`config.mk`:
```
export PLATFORM = sky130hd
export DESIGN_NAME = stream_mux_flat
export DESIGN_NICKNAME = d
export VERILOG_FILES = /design/src/rtl/stream_mux_if.sv /design/src/rtl/stream_mux.sv /design/src/flat_wrapper.sv
export SDC_FILE = /design/constraint.sdc
export NUM_CORES = 1
export LEC_CHECK = 0
export CAP_MARGIN = 40
export CORE_UTILIZATION = 37
export DETAILED_ROUTE_END_ITERATION = 10
export DONT_BUFFER_PORTS = 1
export GPL_ROUTABILITY_DRIVEN = 1
export PLACE_DENSITY = 0.48
export SYNTH_ARGS = -nofsm -noshare
export SYNTH_HDL_FRONTEND = slang
export SYNTH_SLANG_ARGS = --single-unit
```
`constraint.sdc`:
```
create_clock -name clk -period 2.3 [get_ports clk]
set_input_delay 0.69 -clock clk [delete_from_list [all_inputs] [get_ports clk]]
set_output_delay 0.69 -clock clk [all_outputs]
set_load 0.1 [all_outputs]
```
`src/rtl/stream_mux_if.sv`:
```
// -----------------------------------------------------------------------------
// stream_mux_if -- bundle of the N-input / 1-output valid-ready stream signals
// served by stream_mux.
//
// Signals
//   in_data   [NUM_CH*DATA_W] channel i at bits [i*DATA_W +: DATA_W]
//   in_valid  [NUM_CH]        per-channel beat valid
//   in_last   [NUM_CH]        per-channel end-of-packet, qualified by in_valid
//   in_ready  [NUM_CH]        per-channel accept (driven by the mux)
//   out_data  [DATA_W]        selected beat
//   out_valid, out_last       output beat qualifiers
//   out_ch    [SEL_W]         source channel of the current output beat
//   out_ready                 downstream accept
//
// Modports
//   slave  : the multiplexer itself
//   master : the surrounding sources and sink
// -----------------------------------------------------------------------------
interface stream_mux_if #(
  parameter int NUM_CH = 8,
  parameter int DATA_W = 8,
  parameter int SEL_W  = 3
);
  logic [NUM_CH*DATA_W-1:0] in_data;
  logic [NUM_CH-1:0]        in_valid;
  logic [NUM_CH-1:0]        in_last;
  logic [NUM_CH-1:0]        in_ready;
  logic [DATA_W-1:0]        out_data;
  logic                     out_valid;
  logic                     out_last;
  logic [SEL_W-1:0]         out_ch;
  logic                     out_ready;

  modport slave (
    input  in_data, in_valid, in_last, out_ready,
    output in_ready, out_data, out_valid, out_last, out_ch
  );

  modport master (
    output in_data, in_valid, in_last, out_ready,
    input  in_ready, out_data, out_valid, out_last, out_ch
  );
endinterface

```
`src/rtl/stream_mux.sv`:
```
// -----------------------------------------------------------------------------
// stream_mux -- packet-granular N:1 stream multiplexer.
//
// A channel is granted in IDLE (one decision cycle), then the mux stays LOCKED
// on it until a beat carrying last is accepted. Output is a single register
// stage with full throughput (one beat per cycle).
//
// Ports
//   clk    : clock, rising edge
//   rst_n  : asynchronous active-low reset
//   sel    : requested channel in fixed mode
//   mode   : 0 = fixed select, 1 = round-robin (only with STREAM_MUX_RR_EN)
//   bus    : stream_mux_if.slave, input channels and output stream
//
// Configuration
//   STREAM_MUX_RR_EN : when defined, mode=1 selects round-robin arbitration
//                      starting after the last granted channel. When undefined
//                      mode is ignored and fixed select is always used.
// -----------------------------------------------------------------------------
module stream_mux #(
  parameter int NUM_CH = 8,
  parameter int DATA_W = 8,
  parameter int SEL_W  = 3
) (
  input  logic             clk,
  input  logic             rst_n,
  input  logic [SEL_W-1:0] sel,
  input  logic             mode,
  stream_mux_if.slave      bus
);

  typedef enum logic {IDLE = 1'b0, LOCKED = 1'b1} state_t;

  state_t            r_state;
  state_t            w_state_nxt;
  logic [SEL_W-1:0]  r_g;
  logic [SEL_W-1:0]  w_g_nxt;

  logic [DATA_W-1:0] r_out_data;
  logic              r_out_valid;
  logic              r_out_last;
  logic [SEL_W-1:0]  r_out_ch;

  logic [NUM_CH-1:0] w_in_ready;
  logic [DATA_W-1:0] w_g_data;
  logic              w_g_last;
  logic              w_sel_ok;
  logic              w_acc;

  // Constant-index muxes: an out-of-range sel simply matches no channel,
  // which is what keeps sel >= NUM_CH from ever granting.
  always_comb begin
    w_g_data   = '0;
    w_g_last   = 1'b0;
    w_sel_ok   = 1'b0;
    w_in_ready = '0;
    for (int i = 0; i < NUM_CH; i++) begin
      if (r_g == SEL_W'(i)) begin
        w_g_data = bus.in_data[i*DATA_W +: DATA_W];
        w_g_last = bus.in_last[i];
        if (r_state == LOCKED) begin
          w_in_ready[i] = !r_out_valid || bus.out_ready;
        end
      end
      if (sel == SEL_W'(i) && bus.in_valid[i]) begin
        w_sel_ok = 1'b1;
      end
    end
  end

  // Only the granted bit of w_in_ready can be set.
  assign w_acc = |(bus.in_valid & w_in_ready);

`ifdef STREAM_MUX_RR_EN
  logic [SEL_W-1:0] r_last_g;
  logic             w_rr_found;
  logic [SEL_W-1:0] w_rr_idx;
  logic             w_rr_hi_found;
  logic [SEL_W-1:0] w_rr_hi_idx;
  logic [SEL_W-1:0] w_rr_lo_idx;

  // Wrapping scan from last_g+1: the lowest requester above last_g wins;
  // if there is none, the lowest requester overall (the wrapped part) wins.
  always_comb begin
    w_rr_found    = 1'b0;
    w_rr_hi_found = 1'b0;
    w_rr_hi_idx   = '0;
    w_rr_lo_idx   = '0;
    for (int i = NUM_CH - 1; i >= 0; i--) begin
      if (bus.in_valid[i]) begin
        w_rr_found  = 1'b1;
        w_rr_lo_idx = SEL_W'(i);
        if (SEL_W'(i) > r_last_g) begin
          w_rr_hi_found = 1'b1;
          w_rr_hi_idx   = SEL_W'(i);
        end
      end
    end
    w_rr_idx = w_rr_hi_found ? w_rr_hi_idx : w_rr_lo_idx;
  end

  always_ff @(posedge clk or negedge rst_n) begin
    if (!rst_n) begin
      r_last_g <= SEL_W'(NUM_CH - 1);
    end else if (r_state == LOCKED && w_acc && w_g_last) begin
      r_last_g <= r_g;
    end
  end
`else
  logic w_unused_mode;
  assign w_unused_mode = mode;
`endif

  always_comb begin
    w_state_nxt = r_state;
    w_g_nxt     = r_g;
    case (r_state)
      IDLE: begin
`ifdef STREAM_MUX_RR_EN
        if (mode) begin
          if (w_rr_found) begin
            w_state_nxt = LOCKED;
            w_g_nxt     = w_rr_idx;
          end
        end else if (w_sel_ok) begin
          w_state_nxt = LOCKED;
          w_g_nxt     = sel;
        end
`else
        if (w_sel_ok) begin
          w_state_nxt = LOCKED;
          w_g_nxt     = sel;
        end
`endif
      end
      LOCKED: begin
        if (w_acc && w_g_last) begin
          w_state_nxt = IDLE;
        end
      end
      default: w_state_nxt = IDLE;
    endcase
  end

  always_ff @(posedge clk or negedge rst_n) begin
    if (!rst_n) begin
      r_state <= IDLE;
      r_g     <= '0;
    end else begin
      r_state <= w_state_nxt;
      r_g     <= w_g_nxt;
    end
  end

  // Output register: a new beat overwrites the held one whenever the input
  // side is allowed to accept, which includes the simultaneous-drain case.
  always_ff @(posedge clk or negedge rst_n) begin
    if (!rst_n) begin
      r_out_valid <= 1'b0;
      r_out_last  <= 1'b0;
      r_out_data  <= '0;
      r_out_ch    <= '0;
    end else if (w_acc) begin
      r_out_valid <= 1'b1;
      r_out_last  <= w_g_last;
      r_out_data  <= w_g_data;
      r_out_ch    <= r_g;
    end else if (bus.out_ready) begin
      r_out_valid <= 1'b0;
    end
  end

  assign bus.in_ready  = w_in_ready;
  assign bus.out_data  = r_out_data;
  assign bus.out_valid = r_out_valid;
  assign bus.out_last  = r_out_last;
  assign bus.out_ch    = r_out_ch;

endmodule

```
`src/flat_wrapper.sv`:
```
// flat-port wrapper written by rule: the top's interface ports become plain ports
module stream_mux_flat 
#(
  parameter int NUM_CH = 8,
  parameter int DATA_W = 8,
  parameter int SEL_W  = 3
)
  (clk, rst_n, sel, mode, bus_in_data, bus_in_valid, bus_in_last, bus_out_ready, bus_in_ready, bus_out_data, bus_out_valid, bus_out_last, bus_out_ch);
  stream_mux_if #(.NUM_CH(NUM_CH), .DATA_W(DATA_W), .SEL_W(SEL_W)) bus_i ();
  input  logic clk;
  input  logic rst_n;
  input  logic [SEL_W-1:0] sel;
  input  logic mode;
  input wire logic [$bits(bus_i.in_data)-1:0] bus_in_data;
  input wire logic [$bits(bus_i.in_valid)-1:0] bus_in_valid;
  input wire logic [$bits(bus_i.in_last)-1:0] bus_in_last;
  input wire logic [$bits(bus_i.out_ready)-1:0] bus_out_ready;
  output wire logic [$bits(bus_i.in_ready)-1:0] bus_in_ready;
  output wire logic [$bits(bus_i.out_data)-1:0] bus_out_data;
  output wire logic [$bits(bus_i.out_valid)-1:0] bus_out_valid;
  output wire logic [$bits(bus_i.out_last)-1:0] bus_out_last;
  output wire logic [$bits(bus_i.out_ch)-1:0] bus_out_ch;
  assign bus_i.in_data = bus_in_data;
  assign bus_i.in_valid = bus_in_valid;
  assign bus_i.in_last = bus_in_last;
  assign bus_i.out_ready = bus_out_ready;
  assign bus_in_ready = bus_i.in_ready;
  assign bus_out_data = bus_i.out_data;
  assign bus_out_valid = bus_i.out_valid;
  assign bus_out_last = bus_i.out_last;
  assign bus_out_ch = bus_i.out_ch;
  stream_mux #(.NUM_CH(NUM_CH), .DATA_W(DATA_W), .SEL_W(SEL_W)) u_core (.clk(clk), .rst_n(rst_n), .sel(sel), .mode(mode), .bus(bus_i));
endmodule
```
==> results of run 1 <==
state kept, by name, indices dropped and copies added (netlist names):
register and cells:
u_core.bus.out_data 8, u_core.bus.out_ch 3, u_core.r_g 3, u_core.bus.out_last 1
u_core.bus.out_valid 1, u_core.r_state 1
power groups by stage:
| stage | registers (mW) | clock network [mW] | logic (mW) |
|---|---|---|---|
| final | 0.739 | 0.216 | 3.30 |
| after global routing | 0.756 | 0.240 | 3.49 |
| after CTS | 0.741 | 0.225 | 3.31 |
| after detailed placement | 0.745 | 0 | 3.31 |
| after global placement | 0.738 | 0 | 3.26 |
| after floorplan | 1.40 | 0 | 1.93 |
cells in the mapped netlist (all sizes together), types with 2 or more instances:
master / number
or3: 2
a21oi: 8
dfrtp: 17
clkbuf: 11
a211oi: 10
a311oi: 2
nand3: 4
o41ai: 8
o31ai: 9
nor2b: 18
nand2: 12
mux2: 8
buf: 8
a2bb2oi: 8
o21ai: 2
o2bb2ai: 2
nor3: 2
a211o: 9
mux2i: 12
nand2b: 5
nor2: 25
cell usage in the layout, fill, tap and decap left out, drive strengths merged, types with 5 or more instances in the layout:
cell type  synthesis  routed
nand2b             5       5
a2bb2oi            8       8
dfrtp             17      17
o31ai              9       9
a211o              9       9
o41ai              8       8
nand2             12      12
nor2b             18      18
a21oi              8       8
mux2i             12      12
nor2              25      25
a211oi            10      10
mux2               8       8
buf                8      33
final cells by class:
type | count | share of cell area, %
Multi-Input combinational cell | 153 | 57.8
Sequential cell | 17 | 20.2
Timing Repair Buffer | 33 | 16.5
Tap cell | 50 | 2.96
Clock buffer | 3 | 1.95
Inverter | 2 | 0.355
Clock inverter | 1 | 0.237
layer usage:
metal	track usage (%)	share of wire [%]	vias up	wire (um)
li1	-	-	757	-
met1	27.1	42	735	2140
met2	32.0	47	78	2390
met3	3.95	9.9	2	500
met4	4.69	0.28	0	14
met5	0	0	-	0
cells by family after synthesis:
kind of cell,count (synthesis),synth area share (%)
multiplexers,21,14.4
flip-flops,17,25.9
AO/OA/AOI/OAI,63,33.0
buffers and inverters,21,6.09
AND/OR/NAND/NOR,69,20.7
per-stage QoR:
stage / hold slack [ns] / std cells / setup slack (ns) / setup TNS [ns]
global placement: 0.395 / 255 / 0.180 / 0
finish: 0.131 / 259 / 0.0933 / 0
detailed placement: 0.395 / 255 / 0.169 / 0
floorplan: 0.394 / 191 / -0.189 / -0.370
CTS: 0.126 / 259 / 0.0495 / 0
global route: 0.115 / 259 / 0.0000929 / 0
final timing paths:
kind                       depth (start not counted)  slack (ns)                            endpoint                          startpoint
hold reg to reg                                    2        0.53  u_core.bus.out_data[6]$_DFFE_PN0P_  u_core.bus.out_data[6]$_DFFE_PN0P_
min in group clk                                   2        0.53  u_core.bus.out_data[6]$_DFFE_PN0P_  u_core.bus.out_data[6]$_DFFE_PN0P_
hold / removal                                     0        0.13           u_core.r_g[0]$_DFFE_PN0P_                               rst_n
setup reg to reg                                   6        0.21            u_core.r_state$_DFF_PN0_           u_core.r_g[0]$_DFFE_PN0P_
setup / recovery                                   4        0.09                     bus_in_ready[2]           u_core.r_g[1]$_DFFE_PN0P_
max in group asynchronous                          0        2.09           u_core.r_g[0]$_DFFE_PN0P_                               rst_n
critical path, cell delays in order (launching register included):
cell and delay [ns]:
dfrtp_1 0.61, buf_4 0.23, nand2b_2 0.10, nor2_4 0.14, buf_12 0.18
==> results by group, run 1 <==
Timing
  • Tcrit/Tclk final: 95.9%
  • Fin. Hold Viols: 0
  • Final Setup Violations: 0
  • RSZ-0062 raised after global routing: false
  • Worst rel slew slack: 40.4%
  • Period minus WS final: 2.21 ns
  • Fmax: 453 MHz
  • Clock skew: 0.00313 ns
  • Final Max Slew Viols: 0
  • Measured slew at the worst slew-check pin: 0.894 ns

Setup path
  • Worst EP required: between 1.5 and 2 ns
  • Crit path DAT: around 1.5 ns
  • Worst-path maximum fanout: 12
  • Worst Setup End Kind: output port
  • Crit path kind: reg -> out
  • Startpoint Class: register

Synthesis
  • Cell Area, Synth: 1640 um2
  • Synth area leader: dfrtp_1
  • Netlist cell types: 37
  • Number of flops mapped to enable cells by yosys: 0
  • Mapped Nets: 278
  • #FFs+latches synth: 17
  • Synthesized instance count: between 150 and 200
  • Syn_area_per_cell: 8.61 um2
  • Area share of the largest cell type after synthesis: 25.9%
  • Area contributors post-synth: dfrtp_1 26%, mux2i_1 7.3%, o41ai_2 6.9%, nor2b_1 6.8%, nor2_1 5.5%
  • Asr flop ratio synth: 100%
  • Top FF cell, synth: dfrtp_1
  • Sequential area share after synthesis: 25.9%
  • Yosys Warn Count: 0

Routing
  • First-pass DRT Iterations: 4
  • Post-route ant nets: 0
  • Detailed Route WL: 5040 um
  • Remaining DRCs: 0
  • Vias per cell: 6.07
  • Routed vias: 1572
  • Wire length per cell: 19.5 um
  • DR iter-0 viols: 66

GRT
  • Remaining Overflow, GRT: 0
  • Initial antenna violation count: 0
  • First-pass GRT wire length: 6850 um
  • Largest net degree at the start of global routing: 39
  • Number of global-route vias before repair: 1399
  • Tot GR Track Use: 19.8%

Floorplan
  • Die ar.: 4710 um2
  • Starting Density: 39.7%
  • Ports: 108
  • DIE HEIGHT: approximately 70 um
  • Num rows: 23
  • Core box area: 4140 um2
  • Die Span X: 68.7 um

Placement
  • Hpwl dp: ~4200 um
  • Placed cell areas: between 2000 and 2500 um2
  • Placer Congestion: 0.818
  • Port-buffer cells: 0

Pwr
  • LEAKAGE: ~0.86 nW
  • P_sw: approximately 2.6 mW
  • Pwr Density: 2010 nW/um2
  • Sequential power share: 17.4%
  • Power, Total: 4.25 mW
  • Logic pwr share: between 70% and 80%
  • Clock power frac: about 5.1%
  • Sw Share: around three fifths
  • Cell internal pwr: ~1.7 mW
  • Worst vdd ir: 1.02 mV

Layout
  • Nets: approximately 300
  • N_diodes: 0
  • Util after Layout: 51.0%
  • Register area: 428 um2
  • Area of the multi-input gates: 1220 um2
  • Fraction of layout cells with a size suffix above 1: roughly a third
  • Area Growth Syn to Fin: 28.5%
  • Fill count: between 400 and 500
  • Fin area: 2110 um2

Clock tree
  • Clk slew on worst S/H paths: 0.07 ns
  • Clock latency on the worst-skew pair: 0.25 ns
  • CTS tree: built
  • # resized after CTS: 0
  • Hold-fix buffers, CTS: 0
  • CTS Buffer Depth: 2
  • CTS Sinks: 17
  • CTS Buf Count: 3
  • CTS root buf: clkbuf_8
  • Number of H-tree levels: 1
  • Setup Buffers After CTS: 0

Outcome
  • Run status: finished clean

Worst hold path
  • Worst Hold Class: in -> async

Job
  • Max Cap Viol: 0
Power figures use the tool's default switching activity.
==> inputs of run 2 (changes only) <==
- clock period: 2.3 -> 2.2 ns (I/O delays scaled with it)
==> results by group, run 2 (synthesis results as in run 1) <==
Clock tree
  • Number of H-tree levels: 1
  • CTS tree: built
  • Hold-fix buffers, CTS: 0
  • Clock latency on the worst-skew pair: 0.25 ns
  • CTS Sinks: 17
  • Clk slew on worst S/H paths: roughly 0.07 ns
  • CTS Buffer Depth: 2
  • CTS root buf: clkbuf_8
  • CTS Buf Count: 3

Setup path
  • Worst Setup End Kind: output port
  • Crit-path cells: buf_6 -> nand2_1 -> nor2_4 -> buf_12
  • WP buf/inv: 2
  • R2r worst-path depth: 4
  • CP startpoint: u_core.r_g[0]$_DFFE_PN0P_
  • CP delay by family, top: flip-flops
  • Worst EP required: 1.54 ns
  • Crit path DAT: 1.45 ns
  • Crit path depth: 4
  • Startpoint Class: register
  • CP max-delay cell: dfrtp_2
  • Critical R2R Launch: u_core.r_g[0]$_DFFE_PN0P_
  • Worst-path maximum fanout: 22
  • Worst path max stage delay: roughly 0.43 ns
  • Crit path kind: reg -> out

Layout
  • Commonest non-fill, non-tap cell in the layout: buf_4
  • Area Growth Syn to Fin: 30.7%
  • Fraction of layout cells with a size suffix above 1: between 30% and 40%
  • Commonest non-fill, non-tap cells in the layout: 22 x buf_4, 18 x nor2_1, 18 x nor2b_1
  • Nets: 297
  • Util after Layout: roughly half
  • Max reg flops: 8
  • Post-route insts no fill: 259
  • Fill count: 392
  • N_diodes: 0

Pwr
  • Clock power frac: about 5.2%
  • Cell internal pwr: 1.84 mW
  • Logic pwr share: 79.4%
  • Sequential power share: 15.5%
  • Worst vdd ir: around 0.96 mV
  • LEAKAGE: 0.876 nW
  • Power, Total: 4.55 mW
  • Sw Share: around three fifths
  • P_sw: between 2 and 3 mW
  • Pwr Density: 2120 nW/um2

Placement
  • Placer Congestion: 0.802
  • Inst Count DP: 254
  • Port-buffer cells: 0
  • Hpwl dp: 4140 um
  • Place WS: 0.100 ns

Floorplan
  • Die Span X: 68.7 um
  • Core box area: 4140 um2
  • DIE HEIGHT: 68.7 um
  • Ports: approximately 110
  • Starting Density: a little under 40%
  • Die ar.: around 4700 um2
  • Num rows: 23

Routing
  • Detailed Route WL: 5090 um
  • Remaining DRCs: 0
  • First-pass DRT Iterations: 4
  • DR iter-0 viols: 82
  • Post-route ant nets: 0
  • Wire length per cell: 19.7 um
  • Routed vias: roughly 1600
  • Vias per cell: 6.04

Timing
  • Tcrit/Tclk final: ~96%
  • Clock skew: 0.00174 ns
  • Fin. Hold Viols: 0
  • Final Setup Violations: 0
  • PnR worst setup slack: 0.0864 ns
  • Measured slew at the worst slew-check pin: roughly 0.9 ns
  • Period minus WS final: ~2.1 ns
  • Worst rel slew slack: 40.2%
  • Fmax: 473 MHz
  • Final Max Slew Viols: 0
  • RSZ-0062 raised after global routing: false
  • Hold slack: just under 0.1 ns

GRT
  • First-pass GRT wire length: 7190 um
  • Tot GR Track Use: 21.4%
  • Largest net degree at the start of global routing: 29
  • Initial antenna violation count: 0
  • Number of global-route vias before repair: 1400
  • Remaining Overflow, GRT: 0

Worst hold path
  • Worst Hold Class: in -> async

Outcome
  • Run status: finished clean

Job
  • Max Cap Viol: 0
[run 2: changes by cell type in the layout (fill, tap and decap cells not counted)]
cell      change
buf_4         -3
buf_6         +2
dfrtp_1       -2
dfrtp_2       +2
buf_16        +1
clkinv_1      -1
clkinv_2      +1
nand2b_2      -1
nand2b_4      +1
[run 2: cell type report]
class                           instances  area [um2]  area share, %
Multi-Input combinational cell        153        1230           57.0
Sequential cell                        17         430           20.0
Timing Repair Buffer                   33         375           17.5
Tap cell                               50        62.6           2.91
Clock buffer                            3        41.3           1.92
Inverter                                2        8.76          0.407
Clock inverter                          1        5.00          0.233
[run 2: worst paths after layout]
check                                                   end  slack [ns]
hold / removal                     u_core.r_state$_DFF_PN0_         0.1
setup reg to reg           u_core.bus.out_ch[0]$_DFFE_PN0P_        0.27
setup / recovery                            bus_in_ready[3]        0.09
hold reg to reg            u_core.bus.out_valid$_DFFE_PN0P_        0.58
min in group clk                  u_core.r_g[0]$_DFFE_PN0P_        0.56
max in group asynchronous  u_core.bus.out_valid$_DFFE_PN0P_        2.03
[run 2: power groups by stage]
stage / clock, mW / combinational [mW] / sequential (mW)
3_3_place_gp: 0 / 3.43 / 0.758
6_report: 0.235 / 3.61 / 0.703
3_5_place_dp: 0 / 3.49 / 0.764
2_1_floorplan: 0 / 2.05 / 1.46
4_1_cts: 0.239 / 3.50 / 0.764
5_1_grt: 0.260 / 3.83 / 0.724
[run 2: repair_timing]
item	CTS	global route
gates resized for setup	2	2
setup buffers	0	0
endpoints found under the hold margin	0	0
endpoints found under the setup margin	2	3
[run 2: layer usage]
metal	routed length (um)	GRT usage [%]	up-vias	share of wire, %
li1	-	-	759	-
met1	2110	27.7	733	41
met2	2490	35.5	68	49
met3	457	4.28	4	9.0
met4	37	6.25	0	0.73
met5	0	0	-	0
[run 2: through the flow]
stage	setup TNS [ns]	instance area (um2)
2_1_floorplan	-0.450	1780
3_3_place_gp	0	2070
3_5_place_dp	0	2070
4_1_cts	0	2120
5_1_grt	0	2150
6_report	0	2150
[run 2: worst register-to-register path, stage by stage (launching register included)]
cell	delay, ns
dfrtp_2	0.43
mux2_2	0.35
o311ai_1	0.34
or3_4	0.33
mux2_2	0.37
==> inputs of run 3 (changes only) <==
- GPL_TIMING_DRIVEN: unset -> 0
- SETUP_SLACK_MARGIN: unset -> 0.5
==> results by group, run 3 (synthesis results as in run 1) <==
Outcome
  • Run status: finished, violations left
  • Failing checks: negative setup slack

Timing
  • Measured slew at the worst slew-check pin: 0.618 ns
  • RSZ-0062 raised after global routing: true
  • Fmax: 416 MHz
  • Fin. Hold Viols: 0
  • Worst rel slew slack: 58.7%
  • Final Max Slew Viols: 0
  • PnR worst setup slack: -0.202 ns
  • Final Setup Violations: 8
  • Period minus WS final: 2.40 ns
  • Tcrit/Tclk final: 109%
  • Clock skew: 0.000658 ns

Clock tree
  • Number of H-tree levels: 1
  • CTS Buffer Depth: 2
  • CTS root buf: clkbuf_8
  • Clock latency on the worst-skew pair: between 0.2 and 0.3 ns
  • Hold-fix buffers, CTS: 0
  • CTS Buf Count: 3
  • CTS Sinks: 17
  • Clk slew on worst S/H paths: 0.06 ns
  • CTS tree: built

Routing
  • Wire length per cell: about 22 um
  • Routed vias: 1679
  • Post-route ant nets: 0
  • Vias per cell: 6.15
  • Remaining DRCs: 0
  • Top layer in use: met4
  • Met2 routed WL: 2920 um
  • First-pass DRT Iterations: 4
  • M1 wire length: 2390 um
  • Detailed Route WL: 5950 um
  • Routed wl met3: 527 um
  • DR iter-0 viols: 38

Layout
  • Commonest non-fill, non-tap cells in the layout: 18 x nor2b_1, 17 x buf_4, 17 x nor2_1
  • Util after Layout: between 60% and 70%
  • Nets: 311
  • Fill count: 350
  • Area Growth Syn to Fin: 58.4%
  • N_diodes: 0
  • Fraction of layout cells with a size suffix above 1: 42.2%
  • Commonest non-fill, non-tap cell in the layout: nor2b_1
  • Max reg flops: 8

Setup path
  • Reg-to-Reg End: u_core.bus.out_last$_DFFE_PN0P_
  • Worst EP required: 1.54 ns
  • Crit path DAT: 1.74 ns
  • FF-to-FF setup slack: 0.04 ns
  • Worst-path maximum fanout: 3
  • Worst Setup End Kind: output port
  • Crit path kind: reg -> out
  • R2r worst-path depth: 8
  • Critical R2R Launch: u_core.bus.out_valid$_DFFE_PN0P_
  • Startpoint Class: register

Placement
  • Port-buffer cells: 0
  • Placer Congestion: 0.921
  • Hpwl dp: around 4700 um

Job
  • Max Cap Viol: 0

GRT
  • Remaining Overflow, GRT: 0
  • First-pass GRT wire length: approximately 8500 um
  • Largest net degree at the start of global routing: 18
  • Number of global-route vias before repair: 1613
  • Initial antenna violation count: 0
  • Tot GR Track Use: 25.2%

Floorplan
  • Num rows: 23
  • Die Span X: ~69 um
  • Die ar.: between 4000 and 5000 um2
  • Starting Density: around two fifths
  • DIE HEIGHT: 68.7 um
  • Ports: 108
  • Core box area: 4140 um2

Worst hold path
  • Worst Hold Class: in -> async
## run 3: metal layers
metal	vias to the layer above	global-route usage, %
met1	803	31.6
met4	0	7.81
li1	788	-
met5	-	0
met3	9	5.59
met2	79	42.8
## run 3: worst max-delay path, stage by stage, from the launching register on
cell	delay, ns
dfrtp_1	0.41
buf_6	0.14
clkbuf_16	0.14
clkbuf_16	0.14
nand2b_4	0.15
nor2_4	0.51
## run 3: area by class of cell
type,instances,area (um2),area share (%)
clock buffers,4,45.0,1.73
repair buffers,28,419,16.1
well taps,50,62.6,2.40
inverters,2,12.5,0.481
plain buffers,19,231,8.89
multi-input cells,153,1400,53.7
flip-flops and latches,17,434,16.7
## run 3: what timing repair did
action                                  in CTS  in global routing
cloned                                       0                  0
pin swaps                                   15                  8
endpoints found under the setup margin      28                 24
resized for setup                           35                 20
buffers inserted                            13                  5
## run 3: stage by stage
step	setup WS, ns	setup TNS [ns]	hold slack (ns)	instance area [um2]	cells
2_1_floorplan	-0.228	-0.449	0.364	1840	191
3_3_place_gp	-0.379	-0.916	0.365	1900	241
3_5_place_dp	-0.0852	-0.315	0.365	2150	251
4_1_cts	-0.224	-1.53	0.0916	2490	268
5_1_grt	-0.246	-1.76	0.0905	2600	273
6_report	-0.202	-1.41	0.100	2600	273
## run 3: worst max path at each step
stage / start / endpoint
2_1_floorplan: bus_out_ready / bus_in_ready[4]
5_1_grt: u_core.bus.out_valid$_DFFE_PN0P_ / bus_in_ready[7]
3_3_place_gp: u_core.r_g[2]$_DFFE_PN0P_ / bus_in_ready[4]
6_report: u_core.r_g[0]$_DFFE_PN0P_ / bus_in_ready[6]
3_5_place_dp: u_core.r_g[2]$_DFFE_PN0P_ / bus_in_ready[7]
4_1_cts: u_core.bus.out_valid$_DFFE_PN0P_ / bus_in_ready[7]
Power of run 3 is not shown: default switching activity piles up to over one toggle a cycle in this logic, so the estimate is an artifact.
